### config.mk
export PLATFORM = sky130hd
export DESIGN_NAME = wb_serializer_fifo
export DESIGN_NICKNAME = d
export VERILOG_FILES = /design/src/rtl/wb_ser_pkg.sv /design/src/rtl/sync_fifo.sv /design/src/rtl/wb_serializer_fifo.sv
export SDC_FILE = /design/constraint.sdc
export NUM_CORES = 1
export LEC_CHECK = 0
export CAP_MARGIN = 20
export CORE_ASPECT_RATIO = 0.75
export CORE_MARGIN = 2
export CORE_UTILIZATION = 55
export CTS_BUF_LIST = sky130_fd_sc_hd__clkbuf_8
export DETAILED_ROUTE_END_ITERATION = 10
export PLACE_DENSITY_LB_ADDON = 0.25
export SLEW_MARGIN = 10
export SYNTH_ARGS = -nofsm -noshare
export SYNTH_HDL_FRONTEND = slang
export SYNTH_SLANG_ARGS = --single-unit
### constraint.sdc
create_clock -name CLK_I -period 4.8 [get_ports CLK_I]
set_input_delay 1.2 -clock CLK_I [delete_from_list [all_inputs] [get_ports CLK_I]]
set_output_delay 1.2 -clock CLK_I [all_outputs]
set_load 0.03 [all_outputs]
### src/rtl/wb_ser_pkg.sv
// Shared definitions for the Wishbone serializer: register map, CTRL/STATUS bit
// positions and the shifter state encoding.
package wb_ser_pkg;

    typedef enum logic [1:0] {
        ADR_TXDATA = 2'd0,
        ADR_CTRL   = 2'd1,
        ADR_STATUS = 2'd2,
        ADR_RSVD   = 2'd3
    } adr_e;

    localparam int CTRL_EN_BIT    = 0;
    localparam int CTRL_LSB_BIT   = 1;
    localparam int CTRL_IE_BIT    = 2;
    localparam int CTRL_DIV_LSB   = 8;

    localparam int STAT_BUSY_BIT  = 0;
    localparam int STAT_FULL_BIT  = 1;
    localparam int STAT_EMPTY_BIT = 2;
    localparam int STAT_LEVEL_LSB = 16;

    typedef enum logic {
        S_IDLE  = 1'b0,
        S_SHIFT = 1'b1
    } state_e;

endpackage

### src/rtl/sync_fifo.sv
// Single-clock FIFO with show-ahead read port: pop_data always presents the oldest
// entry, so a pop and the consumer's load of that word happen on the same edge.
module sync_fifo #(
    parameter int WIDTH = 16,
    parameter int DEPTH = 8,
    parameter int LW    = $clog2(DEPTH) + 1
) (
    input  logic             clk,
    input  logic             srst,
    input  logic             push,
    input  logic [WIDTH-1:0] push_data,
    input  logic             pop,
    output logic [WIDTH-1:0] pop_data,
    output logic             full,
    output logic             empty,
    output logic [LW-1:0]    level
);
    localparam int AW = $clog2(DEPTH);
    localparam logic [LW-1:0] FULL_LEVEL = LW'(DEPTH);

    logic [WIDTH-1:0] mem [DEPTH];
    logic [AW-1:0]    wr_ptr_reg;
    logic [AW-1:0]    rd_ptr_reg;
    logic [LW-1:0]    level_reg;
    logic             do_push;
    logic             do_pop;

    assign full     = (level_reg == FULL_LEVEL);
    assign empty    = (level_reg == '0);
    assign level    = level_reg;
    assign do_push  = push & ~full;
    assign do_pop   = pop & ~empty;
    assign pop_data = mem[rd_ptr_reg];

    always_ff @(posedge clk) begin
        if (do_push) begin
            mem[wr_ptr_reg] <= push_data;
        end
    end

    always_ff @(posedge clk) begin
        if (srst) begin
            wr_ptr_reg <= '0;
            rd_ptr_reg <= '0;
            level_reg  <= '0;
        end else begin
            if (do_push) begin
                wr_ptr_reg <= wr_ptr_reg + AW'(1);
            end
            if (do_pop) begin
                rd_ptr_reg <= rd_ptr_reg + AW'(1);
            end
            // Pointers wrap naturally because DEPTH is a power of two.
            case ({do_push, do_pop})
                2'b10:   level_reg <= level_reg + LW'(1);
                2'b01:   level_reg <= level_reg - LW'(1);
                default: level_reg <= level_reg;
            endcase
        end
    end

endmodule

### src/rtl/wb_serializer_fifo.sv
// Wishbone classic slave feeding a word FIFO into a programmable-rate serial shifter.
// Define SER_IRQ_EN to enable the "all data sent" interrupt and the CTRL.IE bit.
module wb_serializer_fifo
    import wb_ser_pkg::*;
#(
    parameter int DW    = 32,
    parameter int SW    = 16,
    parameter int DEPTH = 8,
    parameter int DIV_W = 8
) (
    input  logic          CLK_I,
    input  logic          RST_I,
    input  logic          CYC_I,
    input  logic          STB_I,
    input  logic          WE_I,
    input  logic [1:0]    ADR_I,
    input  logic [DW-1:0] DAT_I,
    output logic [DW-1:0] DAT_O,
    output logic          ACK_O,
    output logic          ERR_O,
    output logic          data_o,
    output logic          ena_o,
    output logic          irq_o
);
    localparam int LW = $clog2(DEPTH) + 1;
    localparam int BW = (SW > 1) ? $clog2(SW) : 1;

    adr_e            adr;
    logic            req;
    logic            bus_err;
    logic            push;
    logic            pop;
    logic            ctrl_wr;
    logic [DW-1:0]   ctrl_rd;
    logic [DW-1:0]   status_rd;
    logic [DW-1:0]   rd_data;

    logic            fifo_full;
    logic            fifo_empty;
    logic [LW-1:0]   fifo_level;
    logic [SW-1:0]   fifo_dout;

    logic            ctrl_en_reg;
    logic            ctrl_lsb_reg;
    logic            ctrl_ie;
    logic [DIV_W-1:0] ctrl_div_reg;

    state_e          state_reg;
    logic [SW-1:0]   shreg_reg;
    logic [SW-1:0]   shreg_shift;
    logic [BW-1:0]   bitcnt_reg;
    logic [DIV_W-1:0] divcnt_reg;
    logic [DIV_W-1:0] div_cur_reg;
    logic            lsb_cur_reg;
    logic            word_done;

    logic            unused_dat;
    assign unused_dat = ^{DAT_I[DW-1:CTRL_DIV_LSB+DIV_W], DAT_I[CTRL_DIV_LSB-1:CTRL_IE_BIT]};

    assign adr = adr_e'(ADR_I);

    always_comb begin
        req     = CYC_I & STB_I & ~ACK_O & ~ERR_O;
        bus_err = 1'b0;
        case (adr)
            ADR_TXDATA: bus_err = WE_I & fifo_full;
            ADR_CTRL:   bus_err = 1'b0;
            ADR_STATUS: bus_err = WE_I;
            ADR_RSVD:   bus_err = 1'b1;
            default:    bus_err = 1'b1;
        endcase
        push    = req & WE_I & (adr == ADR_TXDATA) & ~fifo_full;
        ctrl_wr = req & WE_I & (adr == ADR_CTRL);
    end

    always_comb begin
        ctrl_rd                               = '0;
        ctrl_rd[CTRL_EN_BIT]                  = ctrl_en_reg;
        ctrl_rd[CTRL_LSB_BIT]                 = ctrl_lsb_reg;
        ctrl_rd[CTRL_IE_BIT]                  = ctrl_ie;
        ctrl_rd[CTRL_DIV_LSB +: DIV_W]        = ctrl_div_reg;

        status_rd                             = '0;
        status_rd[STAT_BUSY_BIT]              = (state_reg != S_IDLE);
        status_rd[STAT_FULL_BIT]              = fifo_full;
        status_rd[STAT_EMPTY_BIT]             = fifo_empty;
        status_rd[STAT_LEVEL_LSB +: LW]       = fifo_level;

        rd_data = '0;
        case (adr)
            ADR_CTRL:   rd_data = ctrl_rd;
            ADR_STATUS: rd_data = status_rd;
            default:    rd_data = '0;
        endcase
    end

    // Bus termination and the CTRL register; side effects land on the request edge.
    always_ff @(posedge CLK_I) begin
        if (RST_I) begin
            ACK_O        <= 1'b0;
            ERR_O        <= 1'b0;
            DAT_O        <= '0;
            ctrl_en_reg  <= 1'b0;
            ctrl_lsb_reg <= 1'b0;
            ctrl_div_reg <= '0;
        end else begin
            ACK_O <= req & ~bus_err;
            ERR_O <= req & bus_err;
            DAT_O <= (req & ~WE_I & ~bus_err) ? rd_data : '0;
            if (ctrl_wr) begin
                ctrl_en_reg  <= DAT_I[CTRL_EN_BIT];
                ctrl_lsb_reg <= DAT_I[CTRL_LSB_BIT];
                ctrl_div_reg <= DAT_I[CTRL_DIV_LSB +: DIV_W];
            end
        end
    end

`ifdef SER_IRQ_EN
    logic ctrl_ie_reg;
    logic irq_reg;

    assign ctrl_ie = ctrl_ie_reg;
    assign irq_o   = irq_reg;

    always_ff @(posedge CLK_I) begin
        if (RST_I) begin
            ctrl_ie_reg <= 1'b0;
            irq_reg     <= 1'b0;
        end else begin
            if (ctrl_wr) begin
                ctrl_ie_reg <= DAT_I[CTRL_IE_BIT];
            end
            irq_reg <= ctrl_ie_reg & fifo_empty & (state_reg == S_IDLE);
        end
    end
`else
    assign ctrl_ie = 1'b0;
    assign irq_o   = 1'b0;
`endif

    sync_fifo #(
        .WIDTH (SW),
        .DEPTH (DEPTH),
        .LW    (LW)
    ) u_fifo (
        .clk       (CLK_I),
        .srst      (RST_I),
        .push      (push),
        .push_data (DAT_I[SW-1:0]),
        .pop       (pop),
        .pop_data  (fifo_dout),
        .full      (fifo_full),
        .empty     (fifo_empty),
        .level     (fifo_level)
    );

    assign word_done   = (state_reg == S_SHIFT) && (divcnt_reg == '0) && (bitcnt_reg == '0);
    // A finishing word and the next load share one edge, so frames stream with no gap.
    assign pop         = ctrl_en_reg & ~fifo_empty & ((state_reg == S_IDLE) | word_done);
    assign shreg_shift = lsb_cur_reg ? (shreg_reg >> 1) : (shreg_reg << 1);

    always_ff @(posedge CLK_I) begin
        if (RST_I) begin
            state_reg   <= S_IDLE;
            shreg_reg   <= '0;
            bitcnt_reg  <= '0;
            divcnt_reg  <= '0;
            div_cur_reg <= '0;
            lsb_cur_reg <= 1'b0;
            data_o      <= 1'b0;
            ena_o       <= 1'b0;
        end else if (pop) begin
            state_reg   <= S_SHIFT;
            shreg_reg   <= fifo_dout;
            bitcnt_reg  <= BW'(SW - 1);
            divcnt_reg  <= ctrl_div_reg;
            div_cur_reg <= ctrl_div_reg;
            lsb_cur_reg <= ctrl_lsb_reg;
            data_o      <= ctrl_lsb_reg ? fifo_dout[0] : fifo_dout[SW-1];
            ena_o       <= 1'b1;
        end else if (state_reg == S_SHIFT) begin
            if (divcnt_reg == '0) begin
                divcnt_reg <= div_cur_reg;
                if (bitcnt_reg != '0) begin
                    shreg_reg  <= shreg_shift;
                    bitcnt_reg <= bitcnt_reg - BW'(1);
                    data_o     <= lsb_cur_reg ? shreg_shift[0] : shreg_shift[SW-1];
                end else begin
                    state_reg <= S_IDLE;
                    data_o    <= 1'b0;
                    ena_o     <= 1'b0;
                end
            end else begin
                divcnt_reg <= divcnt_reg - DIV_W'(1);
            end
        end
    end

endmodule
After elaboration in Yosys (flattened, before gate mapping). Memory sizes are Yosys's and may differ from the RTL's. A register that Yosys moved wholly into a read port is not among the register bits. Cells that the tools add are included. Widths: inputs -> output; s select.

Multiply operators: 0. Bitwise operators: 25. Add/subtract/negate cells: 6. Reduce and logical (&&, ||, !) cells: 15. Shifts and indexed selects: 0. Divide/modulo/power cells: 0. Equality and inequality tests: 7. Multiplexer cells: 33. $lt $le $gt $ge: 0.

Operators by type and width (count): $mux 16 (5); $pmux 20 s2 (1); $mux 8 (3); $and 1x1->1 (16); $mux 1 (16); $mux 4 (4); $logic_not 4->1 (2); $logic_not 8->1 (1); $not 1->1 (8); $pmux 4 s2 (1); $reduce_bool 2->1 (4); $sub 4x1->4 const B (2); $sub 8x1->8 const B (1); $add 3x1->3 const B (2); $eq 2x2->1 const B (3); $mux 3 (2); $reduce_and 3->1 (2); $add 4x1->4 const B (1); $eq 2x1->1 const B (2); $eq 4x4->1 const B (1); $pmux 1 s4 (1); $reduce_bool 4->1 (1); $logic_and 1x1->1 (2); $logic_not 2->1 (1); other kinds (4) (4).

Memories kept: 1. Register bits: 94. Input port bits: 39. Logic and storage cells: 104. Memory bits (writable): 128. Memory bits (read-only): 0. Bits in latches: 0.

Memory list: u_fifo.mem (depth 8, bits a word 16, read ports 1, clocked after memory_dff 1, write ports 1, RTL line sync_fifo.sv:21) `logic [WIDTH-1:0] mem [DEPTH];`.

Longest topological paths before layout.
Depth after elaboration: 9. Mapped depth: 14. Gate-level depth less buffers: 13.

By module. Synthesis repeated with hierarchy kept, for this count alone.

Cell total of the unflattened synthesis: 666. Area total of the unflattened synthesis: 8982.4 µm².

By module, submodules not included: sync_fifo (area each 5516.5 µm², cells an instance 259, seq. area each 4103.9 µm², instances 1); wb_serializer_fifo (area each 3465.8 µm², cells an instance 407, seq. area each 1341.3 µm², instances 1).

Least setup slack after synthesis. OpenSTA, ideal clock, no wires.

Path kind: in2reg. Start: input CYC_I. End: memory u_fifo.mem[4][0], enable pin. Arrival: 3469 ps. Stages on the path: 5. Library setup time: 409 ps. Setup slack: 922 ps. Buffers on the path: 0. Path through: nand2_1 nor4b_1 nand3b_1 or2_2 nor3_1.

Word-level cells in the longest chain between the ends: 9.

RTL lines: start: declaration (RTL line wb_serializer_fifo.sv:13) `input logic CYC_I,`; $and 1x1->1 (3 in a row) (RTL line wb_serializer_fifo.sv:63) `req = CYC_I & STB_I & ~ACK_O & ~ERR_O;`; $and 1x1->1 (3 in a row) (RTL line wb_serializer_fifo.sv:72) `push = req & WE_I & (adr == ADR_TXDATA) & ~fifo_full;`; $and 1x1->1 (RTL line sync_fifo.sv:31) `assign do_push = push & ~full;`; $mux 1 (RTL line sync_fifo.sv:36) `if (do_push) begin`; $mux 1 (implied by the code) (RTL line sync_fifo.sv:37) `mem[wr_ptr_reg] <= push_data;`; end: declaration (RTL line sync_fifo.sv:21).

Every way passes these cells.

Worst setup path after layout.
Start: input STB_I. End: register u_fifo.level_reg[2] (netlist: u_fifo.level[2]).

Word-level cells in the longest chain between the ends: 9. Elaborated cells between the ends (all ways): 11. Those cells by class: eq/ne: 2; mux: 1; bitwise: 7; reduce/logical: 1.

RTL lines: start: declaration (RTL line wb_serializer_fifo.sv:14) `input logic STB_I,`; $and 1x1->1 (*) (3 in a row) (RTL line wb_serializer_fifo.sv:63); $and 1x1->1 (*) (3 in a row) (RTL line wb_serializer_fifo.sv:72); $and 1x1->1 (*) (RTL line sync_fifo.sv:31); $eq 2x1->1 / $eq 2x2->1 (equally long branches) (RTL line sync_fifo.sv:54) `case ({do_push, do_pop})`; $pmux 4 s2 / $reduce_bool 2->1 (equally long branches); end signal: assignment (RTL line sync_fifo.sv:55) `2'b10: level_reg <= level_reg + LW'(1);`; end signal: assignment (RTL line sync_fifo.sv:56) `2'b01: level_reg <= level_reg - LW'(1);`; end signal: assignment (RTL line sync_fifo.sv:57) `default: level_reg <= level_reg;`; end: declaration (RTL line sync_fifo.sv:24) `logic [LW-1:0] level_reg;`.

Every way passes the cells marked *; elsewhere a longest branch is shown, timed or not. A chain may end at the register's enable or synchronous reset.

==> flow_summary.json <==
{
  "status": "completed",
  "cp_slowest_cell": "clkdlybuf4s50_1",
  "hold_viol": 0,
  "post-route-drc-count": 0,
  "end_kind": "register",
  "antenna_found_initial": 0,
  "io_pins": 76,
  "ys_warn_count": 0,
  "nNetsFinal": 739,
  "cp-start-kind": "input pin",
  "total_power_uw": 3420,
  "grt_max_degree": 64,
  "min_period_ns": 3.29,
  "drt_iter0_markers": 454,
  "dp_hpwl_um": 10800,
  "clock_latency_ns": 0.55,
  "critical_path_class": "input pin to register",
  "yosysTopAreaCell": "edfxtp_1",
  "slew_violations": 0,
  "async_flop_share": 0,
  "cts_root_buffer": "clkbuf_8",
  "max_slew_margin": 0.361,
  "grt_pass1_wl_um": 27500,
  "crit_buf_inv": 2,
  "synth_edf_count": 128,
  "setup_viol": 0,
  "track_usage": 0.208,
  "place_congestion": 0.751,
  "yosys_register_bits": 208,
  "die_w_um": 150,
  "leakagePower_uw": 0.00330,
  "placedCellCount": 858,
  "clock-sinks": 208,
  "ant_nets": 0,
  "cp_max_fo": 13,
  "cts_resized": 0,
  "die_h_um": 113,
  "instances_no_fill": 915,
  "ys_dominant_reg_cell": "edfxtp_1",
  "critical_path_required_ns": 5.28,
  "worstMarginPinSlew_ns": 0.957,
  "rsz0062_at_grt": "false",
  "grt_pass1_vias": 5193,
  "arrival_ns": 3.77,
  "num_rows": 39,
  "grt-ovfl-total": 0,
  "syn_to_final_growth_pct": 13.4,
  "routed_wl_um": 17300,
  "irDropWorstVdd_mv": 0.268,
  "netlist_area_sq_mm": 0.00875,
  "tritoncts": "yes",
  "fin_crit_sh": 0.685,
  "synth_top_area_share": 0.439,
  "dieArea_sq_mm": 0.0169,
  "cp_cell_sequence": "clkdlybuf4s50_1 -> nand2_1 -> nor4b_2 -> buf_4 -> nand3b_1 -> ha_1 -> xor2_1 -> ha_1 -> a21oi_1 -> xor2_1 -> or3_1 -> a21oi_1",
  "post_cts_buffers": 0,
  "postLayoutCoreUtil": 0.646,
  "clk_path_buf_depth": 3,
  "max_freq_mhz": 304,
  "avgSynthCellArea_sq_um": 13.7,
  "max_stage_delay_ns": 0.46,
  "finClkSkew_ns": 0.0189,
  "maxCapViolCount": 0,
  "io_buffers": 41,
  "vias": 5317,
  "n_fill_cell": 1125,
  "yosysSeqAreaShare": 0.622,
  "crit_family": "simple AND/OR/NAND/NOR gates",
  "hold_class": "register to register",
  "first_pass_iters": 5,
  "whs_ns": 0.451,
  "clkTransAtPathRegs_ns": 0.06,
  "netlist_instances": 639,
  "cts-buffers-inserted": 30,
  "start_util": 0.569,
  "synthDistinctLibCells": 57,
  "fin_tns_setup_ns": 0,
  "cts_max_level": 1,
  "wl_per_cell_um": 18.9,
  "viasPerCell": 5.81,
  "holdBufCountCts": 0,
  "yosys-top-cells-area": "edfxtp_1 (44%), dfxtp_1 (18%), mux4_2 (8.2%)",
  "antenna_cells": 0,
  "core-area_sq_mm": 0.0154,
  "powerDensity_mw_per_mm2": 345,
  "largest_reg_flops": 128,
  "drive_gt1_frac": 0.165
}
## cell type report
class                      instances  area (sq um)  share of cell area
sequential                       208          5450               0.549
multi-input combinational        383          3030               0.306
timing repair buffer              55           518              0.0522
clock buffer                      37           509              0.0513
tap                              205           256              0.0259
clock inverter                    19           126              0.0127
inverter                           8          30.0             0.00303
## cell usage in the layout, fill, tap and decap left out, types with 4 or more instances in the layout
master,synthesis,routed
mux2_2,4,4
and2_1,6,6
clkbuf_8,0,37
nor3_1,11,9
conb_1,1,18
inv_1,7,21
nand3_1,12,12
mux4_2,32,32
nand2b_1,21,21
and3_1,9,9
ha_1,14,14
xnor2_1,5,5
dfxtp_1,80,78
o32ai_2,8,8
o32ai_1,6,6
o211ai_1,7,7
nand2_1,41,41
nor2_1,35,35
edfxtp_1,128,128
a21oi_1,32,32
a311oi_1,7,7
clkdlybuf4s50_1,0,40
xor2_1,5,5
a211oi_1,35,35
nor2b_1,30,30
buf_4,23,13
## cells in the mapped netlist (all sizes together), types with 3 or more instances
cell,number
edfxtp,128
dfxtp,80
nand2,42
a211oi,35
nor2,35
a21oi,33
buf,33
mux4,32
nor2b,30
clkbuf,24
nand2b,22
ha,14
o32ai,14
nand3,12
nor3,12
and3,9
inv,8
a311oi,7
o211ai,7
and2,6
xnor2,5
xor2,5
mux2,4
mux2i,3
nor3b,3
o21ai,3
or2,3
or3,3
## worst register-to-register path, stage by stage (launching register included)
cell     delay, ns
dfxtp_1       0.36
inv_1         0.11
ha_1          0.22
or4b_4        0.51
o31ai_4       0.39
nand2_2       0.12
inv_2         0.08
buf_4         0.36
ha_1          0.29
a21oi_1       0.10
xor2_1        0.16
or3_1         0.31
a21oi_1       0.14
## path summary, 6_finish.rpt
kind	slack, ns	startpoint	end	depth (start not counted)
setup reg to reg	1.59	divcnt_reg[0]	u_fifo.level[2]	12
setup / recovery	1.51	STB_I	u_fifo.level[2]	12
hold / removal	0.45	div_cur_reg[6]	div_cur_reg[6]	2
hold reg to reg	0.45	div_cur_reg[6]	div_cur_reg[6]	2
## power breakdown
part	switching, uW	internal [uW]
sequential	3.10	1900
combinational	59.5	28.4
clock	634	800
total	697	2730
## layer usage
metal / up-vias / wire, um / part of all wire / global-route usage
li1: 2485 / - / - / -
met1: 2599 / 7500 / 0.43 / 0.297
met2: 219 / 8150 / 0.47 / 0.335
met3: 14 / 1450 / 0.084 / 0.0444
met4: 0 / 155 / 0.0090 / 0.0409
met5: - / 0 / 0 / 0
## stage by stage
step                      setup WS [ns]  area, sq um
final                              1.51         9920
after global routing               1.29         9920
after CTS                          1.53         9910
after detailed placement          0.964         9270
after global placement             1.03         9270
after floorplan                   0.922         8810
## kinds of logic (layout without fill, tap and decap cells)
| group | Yosys count | in the layout | share of synthesized area |
|---|---|---|---|
| other | 1 | 18 | 0.000429 |
| DFF | 208 | 208 | 0.622 |
| buffers and inverters | 65 | 119 | 0.0402 |
| xor gates and xnor gates | 10 | 10 | 0.0100 |
| AOI/OAI and AO/OA | 110 | 110 | 0.0982 |
| muxes | 39 | 39 | 0.0909 |
| adders and majority gates | 14 | 14 | 0.0200 |
| and+or+nand+nor | 192 | 192 | 0.118 |
Power figures use the tool's default switching activity.
